File: src/rtl/lct_l1a_match_pkg.sv
// Shared constants for the LCT/L1A match block: default sizes, event
// record width and the bit layout of a packed FIFO entry.
package lct_l1a_match_pkg;

   localparam int NCH_DEFAULT     = 5;
   localparam int MAXWIN_DEFAULT  = 8;
   localparam int FDEPTH_DEFAULT  = 4;
   localparam int L1A_NUM_W       = 8;
   localparam int ENTRY_W_DEFAULT = L1A_NUM_W + NCH_DEFAULT;

   // Entry layout: match mask in the low NCH bits, L1A number directly above.
   localparam int MASK_LSB = 0;

   typedef logic [L1A_NUM_W-1:0] l1a_num_t;

   typedef struct packed {
      l1a_num_t                 num;
      logic [NCH_DEFAULT-1:0]   mask;
   } evt_t;

   function automatic int num_lsb(input int nch);
      return MASK_LSB + nch;
   endfunction

   function automatic int entry_w(input int nch);
      return L1A_NUM_W + nch;
   endfunction

endpackage

File: src/rtl/lct_evt_fifo.sv
// Small first-word-fall-through event FIFO; pushes into a full FIFO are
// dropped and latch a sticky overflow flag unless a pop frees a slot.
module lct_evt_fifo
   import lct_l1a_match_pkg::*;
#(
   parameter int W     = ENTRY_W_DEFAULT,
   parameter int DEPTH = FDEPTH_DEFAULT
)(
   input  logic         CLK,
   input  logic         RST_N,
   input  logic         push,
   input  logic [W-1:0] push_data,
   input  logic         rdy,
   output logic         vld,
   output logic [W-1:0] head,
   output logic         ovfl
);

   localparam int AW = $clog2(DEPTH);

   logic [W-1:0]  mem [DEPTH];
   logic [AW-1:0] wr_ptr;
   logic [AW-1:0] rd_ptr;
   logic [AW:0]   count;
   logic          full;
   logic          empty;
   logic          do_pop;
   logic          do_push;
   logic          drop;

   assign full    = (count == (AW+1)'(DEPTH));
   assign empty   = (count == '0);
   assign do_pop  = rdy & ~empty;
   // A pop in the same cycle makes room, so a full FIFO still accepts the push.
   assign do_push = push & (~full | do_pop);
   assign drop    = push & full & ~do_pop;

   always_ff @(posedge CLK) begin
      if (!RST_N) begin
         wr_ptr <= '0;
         rd_ptr <= '0;
         count  <= '0;
         ovfl   <= 1'b0;
      end else begin
         if (do_push)
            wr_ptr <= wr_ptr + 1'b1;
         if (do_pop)
            rd_ptr <= rd_ptr + 1'b1;
         if (do_push && !do_pop)
            count <= count + 1'b1;
         else if (do_pop && !do_push)
            count <= count - 1'b1;
         if (drop)
            ovfl <= 1'b1;
      end
   end

   always_ff @(posedge CLK) begin
      if (do_push)
         mem[wr_ptr] <= push_data;
   end

   assign vld  = ~empty;
   assign head = empty ? '0 : mem[rd_ptr];

endmodule

File: src/rtl/lct_l1a_match.sv
// Matches delayed LCT bits against L1A windows and queues one
// {L1A number, per-CFEB mask} record per accepted L1A.
module lct_l1a_match
   import lct_l1a_match_pkg::*;
#(
   parameter int NCH    = NCH_DEFAULT,
   parameter int MAXWIN = MAXWIN_DEFAULT,
   parameter int FDEPTH = FDEPTH_DEFAULT
)(
   input  logic                      CLK,
   input  logic                      RST_N,
   input  logic                      CE,
   input  logic [NCH-1:0]            LCT,
   input  logic                      L1A,
   input  logic [$clog2(MAXWIN)-1:0] WIN_SEL,
   output logic                      OUT_VLD,
   input  logic                      OUT_RDY,
   output logic [L1A_NUM_W-1:0]      OUT_L1A_NUM,
   output logic [NCH-1:0]            OUT_MASK,
   output logic                      OUT_MATCH,
   output logic                      OVFL,
   output logic [L1A_NUM_W-1:0]      L1A_CNT
);

   localparam int WSW = $clog2(MAXWIN);
   // The live LCT sample is the newest window slot, so MAXWIN-1 stored
   // stages give a full MAXWIN-sample window.
   localparam int HD  = MAXWIN - 1;
   localparam int EW  = entry_w(NCH);

   logic [NCH-1:0]       hist     [HD];
   logic [HD-1:0]        pipe_vld;
   l1a_num_t             pipe_num [HD];
   logic [WSW-1:0]       win;
   l1a_num_t             l1a_cnt;
   logic                 accept;
   logic                 end_vld;
   l1a_num_t             end_num;
   logic [NCH-1:0]       win_mask;
   logic                 push;
   logic [EW-1:0]        push_data;
   logic [EW-1:0]        head;

   assign accept = L1A & CE;

   // History, L1A pipeline and counter; the window length only reloads when
   // nothing is in flight so open windows keep the length they started with.
   always_ff @(posedge CLK) begin
      if (!RST_N) begin
         for (int k = 0; k < HD; k++) begin
            hist[k]     <= '0;
            pipe_num[k] <= '0;
         end
         pipe_vld <= '0;
         win      <= '0;
         l1a_cnt  <= '0;
      end else begin
         if (CE) begin
            hist[0]     <= LCT;
            pipe_vld[0] <= accept;
            pipe_num[0] <= l1a_cnt;
            for (int k = 1; k < HD; k++) begin
               hist[k]     <= hist[k-1];
               pipe_vld[k] <= pipe_vld[k-1];
               pipe_num[k] <= pipe_num[k-1];
            end
         end
         if (accept)
            l1a_cnt <= l1a_cnt + 1'b1;
         if (!(|pipe_vld) && !L1A)
            win <= WIN_SEL;
      end
   end

   // The L1A whose window closes this cycle sits win stages back; its mask
   // is the live sample ORed with the win most recent stored samples.
   always_comb begin
      end_vld  = accept;
      end_num  = l1a_cnt;
      if (win != '0) begin
         end_vld = pipe_vld[win - 1'b1];
         end_num = pipe_num[win - 1'b1];
      end
      win_mask = LCT;
      for (int k = 0; k < HD; k++) begin
         if (WSW'(k) < win)
            win_mask = win_mask | hist[k];
      end
   end

   assign push      = CE & end_vld;
   assign push_data = {end_num, win_mask};

   lct_evt_fifo #(
      .W     (EW),
      .DEPTH (FDEPTH)
   ) u_fifo (
      .CLK       (CLK),
      .RST_N     (RST_N),
      .push      (push),
      .push_data (push_data),
      .rdy       (OUT_RDY),
      .vld       (OUT_VLD),
      .head      (head),
      .ovfl      (OVFL)
   );

   assign OUT_L1A_NUM = head[num_lsb(NCH) +: L1A_NUM_W];
   assign OUT_MASK    = head[MASK_LSB +: NCH];
   assign OUT_MATCH   = |OUT_MASK;
   assign L1A_CNT     = l1a_cnt;

endmodule

File: config.mk
export PLATFORM = sky130hd
export DESIGN_NAME = lct_l1a_match
export DESIGN_NICKNAME = d
export VERILOG_FILES = /design/src/rtl/lct_l1a_match_pkg.sv /design/src/rtl/lct_evt_fifo.sv /design/src/rtl/lct_l1a_match.sv
export SDC_FILE = /design/constraint.sdc
export NUM_CORES = 1
export LEC_CHECK = 0
export CAP_MARGIN = 20
export CORE_MARGIN = 2
export CORE_UTILIZATION = 35
export CTS_CLUSTER_DIAMETER = 100
export CTS_CLUSTER_SIZE = 24
export DETAILED_ROUTE_END_ITERATION = 8
export SLEW_MARGIN = 5
export SYNTH_ARGS = -nofsm -noshare
export SYNTH_HDL_FRONTEND = slang
export SYNTH_SLANG_ARGS = --single-unit
export TNS_END_PERCENT = 1
File: constraint.sdc
create_clock -name CLK -period 8.5 [get_ports CLK]
set_clock_uncertainty 0.15 [all_clocks]
set_input_delay 1.7 -clock CLK [delete_from_list [all_inputs] [get_ports CLK]]
set_output_delay 1.7 -clock CLK [all_outputs]
set_load 0.05 [all_outputs]
==> impl_metrics.tcl, run 1 <==
set metrics [dict create \
    status "finished clean" \
    slew_headroom_pct 32.2 \
    grt_pass1_vias 4630 \
    cts_made_buffers 17 \
    ant_nets 0 \
    instances_no_fill 887 \
    multiInputGateArea_sq_um 2660 \
    layout.nets 618 \
    dp_hpwl_um 9140 \
    synth_edf_count 143 \
    cts.sinks 171 \
    layout-drive-gt1-share_pct 11.2 \
    track_usage_pct 13.2 \
    power.switching_mw 0.745 \
    power_mw 2.37 \
    syn_area_sq_um 7760 \
    maxSlewViolCount 0 \
    dp.cells 856 \
    n_antenna_cell 0 \
    synth_top_area_cell "edfxtp_1" \
    grt_max_degree 122 \
    layout_setup_ws_ns 3.64 \
    wl_um 14800 \
    cellLeakagePower_nw 3.46 \
    fmax_ghz 0.206 \
    rsz0062_at_grt "no" \
    drc 0 \
    crit_type "flip-flop to output port" \
    dp_slack_ns 4.00 \
    worst_ep_arrival_time_ns 3.01 \
    nFillCells 2004 \
    area_growth_pct 15.0 \
    cts_resized 0 \
    clk_pin_slew_worst_paths_ns 0.07 \
    synth-main-ff-cell "edfxtp_1" \
    postCtsSetupBuffers 0 \
    switching_share_pct 31.5 \
    synthTopCellsByArea "edfxtp_1 (55%), dfxtp_1 (7.2%), and3_1 (6.4%)" \
    peakVddDrop_mv 0.150 \
    powerDensity_nw_per_um2 265 \
    syn_nets 597 \
    postLayoutCoreUtil_pct 40.9 \
    root_buffer "clkbuf_16" \
    wl_per_cell_um 16.7 \
    grt_pass1_wl_um 24700 \
    slowest_stage "dfxtp_1" \
    cap_violations 0 \
    synth.most_common_cell "edfxtp_1" \
    die_h_um 153 \
    combPwrFrac_pct 24.6 \
    antenna_found_initial 0 \
    chipWidth_um 153 \
    finalSetupViolCount 0 \
    clockBufferDepth 2 \
    endpoint_kind "output port" \
    hold_buffers 0 \
    finalCriticalPeriod_ns 4.86 \
    hold_slack_ns 0.334 \
    synthArstFlopShare_pct 0 \
    htreeDepth 4 \
    path_max_fanout 13 \
    die_area_sq_um 23400 \
    power.internal_mw 1.62 \
    rrSetupSlack_ns 4.75 \
    via_per_inst 5.11 \
    synth_common_cells "edfxtp_1 (143), and3_1 (80), and2_1 (40)" \
    synth-seq-cells 171 \
    yosys.cell_types.count 47 \
    syn_inst 574 \
    drtIter0Drc 414 \
    synth_area_per_cell_sq_um 13.5 \
    yosysTopAreaCellShare_pct 55.3 \
    dpl_cell_area_sq_um 8360 \
    ys_seq_area_share_pct 62.5 \
    gr-total-overflow 0 \
    place.port_buffers 36 \
    crit_chain "mux4_2, and2_1, nor3_1, nand2_1, clkdlybuf4s50_1" \
    worstMarginPinSlew_ns 1.02 \
    seq_area_sq_um 4850 \
    setup_tns_ns 0 \
    ios 37 \
    ys_warn_count 0 \
    vias 4530 \
    cts_tree "yes" \
    clkPwrFrac_pct 32.1 \
    finalHoldViolCount 0 \
    max_stage_delay_ns 0.87 \
    place.gp.congestion 0.719 \
    worstHoldPathType "flip-flop to flip-flop" \
    placementRows 54 \
    fin_crit_sh_pct 57.2 \
    initial_core_util_pct 35.6 \
    clock_latency_ns 0.43 \
    first_pass_iters 5 \
    core_area_sq_um 21800 \
    final_area_sq_um 8930 \
    seqPwrFrac_pct 43.3 \
    cp.required_ns 6.65 \
    start_kind "flip-flop" \
]
-- cells by family after synthesis --
| kind of cell | after synthesis | synth area share, % |
|---|---|---|
| and+or+nand+nor | 195 | 14.5 |
| AOI/OAI and AO/OA | 69 | 5.14 |
| buffers and inverters | 59 | 3.30 |
| muxes | 61 | 11.8 |
| adders and majority gates | 10 | 1.71 |
| xor gates and xnor gates | 9 | 1.02 |
| DFF | 171 | 62.5 |
-- power by group through the flow --
stage                     Clock, mW  Sequential, mW  Combinational [mW]
after detailed placement          0            1.05               0.590
after global routing          0.812            1.04               0.630
final                         0.761            1.03               0.582
after CTS                     0.780            1.03               0.591
after global placement            0            1.04               0.579
after floorplan                   0            1.02               0.448
-- per-layer routing --
layer  vias up  global-route usage [%]  wire [um]
met5         -                       0          0
met4         0                    3.31         70
met3         7                    3.26        592
met2        88                    20.9       7110
met1      2238                    18.3       7070
li1       2197                       -          -
-- flip-flops by register name, summed over array words and instances, names as in the netlist, named ones only --
signal,count
pipe_num,56
u_fifo.mem,52
hist,35
L1A_CNT,8
pipe_vld,7
u_fifo.count,3
win,3
u_fifo.rd_ptr,2
u_fifo.wr_ptr,2
u_fifo.ovfl,1
-- critical path: cells and delay by family, from the launching register on --
kind / cells / cell delay, ns
and+or+nand+nor: 3 / 0.43
DFF: 1 / 0.87
buffers and inverters: 1 / 0.69
muxes: 1 / 0.58
-- cell usage in the layout (no fill, tap or decap), types with 18 or more instances in the layout --
master	n
edfxtp_1	143
and3_1	80
and2_1	40
clkdlybuf4s50_1	34
mux2i_1	31
dfxtp_1	28
a21oi_1	28
nor2_1	22
nand2_1	19
inv_1	18
-- final cells by class --
cell class	instances	area share [%]
sequential	171	54.4
multi-input combinational	344	29.8
clock buffer	17	4.76
timing repair buffer	43	4.74
tap	280	3.92
clock inverter	14	1.68
inverter	18	0.757
-- path summary, 6_finish.rpt --
kind | startpoint | to | cells after the start
worst min register to register | u_fifo.ovfl$_SDFFE_PN0P_ | u_fifo.ovfl$_SDFFE_PN0P_ | 1
worst max register to register | win[1]$_SDFFE_PN0P_ | u_fifo.count[2]$_SDFFE_PN0P_ | 13
worst min-delay path | u_fifo.ovfl$_SDFFE_PN0P_ | u_fifo.ovfl$_SDFFE_PN0P_ | 1
worst max-delay path | flip-flop | OUT_MATCH | 5
No activity file was read; power rests on OpenSTA's default activity.
==> run 2: changes to the inputs <==
==> constraint.sdc (replaced) <==
create_clock -name CLK -period 4.46 [get_ports CLK]
set_clock_uncertainty 0.15 [all_clocks]
set_input_delay 0.892 -clock CLK [delete_from_list [all_inputs] [get_ports CLK]]
set_output_delay 0.892 -clock CLK [all_outputs]
set_load 0.05 [all_outputs]
==> run 2 against run 1 <==
  * First-iteration DRC count is 7.2% lower
  * Global-route usage is 0.18 points higher
  * Sequential power is 89% higher
  * Critical path type unchanged
  * Register-to-register slack worse by 3.7 ns
  * Cell count is 0.34% higher
  * Critical path depth is 1 higher
  * Total power is 94% higher
  * Critical endpoint unchanged
  * Sequential share of layout area is 0.23 points lower
  * Non-clock buffer count is 2 higher
  * Flip-flop and latch count stayed put
==> impl_metrics.tcl, run 2 (synthesis gave the netlist of run 1 again) <==
set metrics [dict create \
    status "finished clean" \
    place.gp.congestion 0.744 \
    endpoint_kind "output port" \
    layout.nets 620 \
    postCtsSetupBuffers 0 \
    top_register "pipe_num" \
    clockBufferDepth 2 \
    maxSlewViolCount 0 \
    antenna_found_initial 0 \
    vias 4579 \
    gr-usage-met3_pct 3.77 \
    die_h_um 153 \
    grt_pass1_vias 4693 \
    start_kind "flip-flop" \
    worst_ep_arrival_time_ns 2.92 \
    seqPwrFrac_pct 42.3 \
    grt_pass1_wl_um 24800 \
    cts_resized 0 \
    root_buffer "clkbuf_16" \
    rsz0062_at_grt "no" \
    postLayoutCoreUtil_pct 41.1 \
    seq_area_sq_um 4850 \
    peakVddDrop_mv 0.341 \
    power.switching_mw 1.44 \
    cellLeakagePower_nw 3.48 \
    nFillCells 2011 \
    ant_nets 0 \
    wl_per_cell_um 17.2 \
    area_growth_pct 15.5 \
    max_stage_delay_ns 0.70 \
    grtUsageMet1_pct 17.9 \
    cp.required_ns 3.42 \
    cts_tree "yes" \
    worstMarginPinSlew_ns 0.974 \
    power.internal_mw 3.16 \
    multiInputGateArea_sq_um 2660 \
    top_usage_layer "met2" \
    hold_slack_ns 0.334 \
    fmax_ghz 0.252 \
    worstHoldPathType "flip-flop to flip-flop" \
    core_area_sq_um 21800 \
    powerDensity_nw_per_um2 513 \
    dp_hpwl_um 9580 \
    clock_latency_ns 0.43 \
    layout-drive-gt1-share_pct 11.5 \
    gr-total-overflow 0 \
    met2_usage_pct 22.0 \
    initial_core_util_pct 35.6 \
    largest_reg_flops 56 \
    crit_chain "buf_4, mux4_2, and2_1, nor2_1, nand2_1, clkdlybuf4s50_1" \
    combPwrFrac_pct 24.7 \
    ios 37 \
    final_common_cell "edfxtp_1" \
    finalHoldViolCount 0 \
    switching_share_pct 31.3 \
    cts_made_buffers 17 \
    place.port_buffers 36 \
    final_cell_mix "edfxtp_1 (143), and3_1 (80), and2_1 (40), clkdlybuf4s50_1 (34), mux2i_1 (31)" \
    cts.sinks 171 \
    crit_type "flip-flop to output port" \
    chipWidth_um 153 \
    finalCriticalPeriod_ns 3.97 \
    cap_violations 0 \
    die_area_sq_um 23400 \
    clk_pin_slew_worst_paths_ns 0.07 \
    slowest_stage "dfxtp_1" \
    grt_max_degree 121 \
    wl_um 15300 \
    via_per_inst 5.14 \
    path_max_fanout 9 \
    clkPwrFrac_pct 33.0 \
    track_usage_pct 13.4 \
    hold_buffers 0 \
    n_antenna_cell 0 \
    setup_tns_ns 0 \
    drc 0 \
    drtIter0Drc 384 \
    top_regs "pipe_num: 56 flops, u_fifo.mem: 52 flops, hist: 35 flops" \
    htreeDepth 4 \
    finalSetupViolCount 0 \
    first_pass_iters 4 \
    placementRows 54 \
    slew_headroom_pct 35.1 \
    fin_crit_sh_pct 88.9 \
]
-- run 2: cell count changes in the layout (fill, tap and decap cells not counted) --
cell        delta
buf_12         +1
buf_16         -1
buf_4          +2
bufinv_16      +1
clkinv_1       +1
clkinv_2       -1
clkinv_4       +1
clkinvlp_4     +1
inv_6          -3
inv_8          +1
-- run 2: worst max-delay path, delay by kind of cell (launching register included) --
family | cells | cell delay, ns
buf+inv | 2 | 0.97
flops | 1 | 0.70
mux | 1 | 0.49
simple gates | 3 | 0.33
-- run 2: power by group through the flow --
| stage | Clock [mW] | Combinational (mW) | Sequential, mW |
|---|---|---|---|
| detailed placement | 0 | 1.15 | 1.98 |
| finish | 1.52 | 1.14 | 1.95 |
| global route | 1.61 | 1.22 | 1.97 |
| floorplan | 0 | 0.853 | 1.95 |
| CTS | 1.54 | 1.15 | 1.95 |
| global placement | 0 | 1.12 | 1.98 |
-- run 2: final cells by class --
class	instances	area share, %
clock buffers	17	4.74
clock inverters	15	2.01
inverters	18	0.753
multi-input cells	344	29.7
flip-flops and latches	171	54.1
well taps	280	3.91
repair buffers	45	4.80
-- run 2: worst paths after layout --
kind | slack, ns | cells after the start | startpoint | end
worst max-delay path | 0.49 | 6 | flip-flop | OUT_MATCH
worst min-delay path | 0.33 | 1 | u_fifo.ovfl$_SDFFE_PN0P_ | u_fifo.ovfl$_SDFFE_PN0P_
worst max register to register | 1.07 | 12 | win[0]$_SDFFE_PN0P_ | u_fifo.count[2]$_SDFFE_PN0P_
worst min register to register | 0.33 | 1 | u_fifo.ovfl$_SDFFE_PN0P_ | u_fifo.ovfl$_SDFFE_PN0P_
-- run 2: layer usage --
| layer | vias to the layer above | wire, um |
|---|---|---|
| met2 | 72 | 7370 |
| met5 | - | 0 |
| met4 | 0 | 101 |
| li1 | 2190 | - |
| met1 | 2308 | 7230 |
| met3 | 9 | 582 |
-- run 2: through the flow --
stage               total power, mW  instances  worst slack, ns  cell area, sq um
finish                         4.60        890            0.494              8970
global route                   4.79        890            0.297              8970
CTS                            4.64        890            0.415              8970
detailed placement             3.13        858            0.878              8360
global placement               3.10        858            0.883              8360
floorplan                      2.80        574            0.305              7760
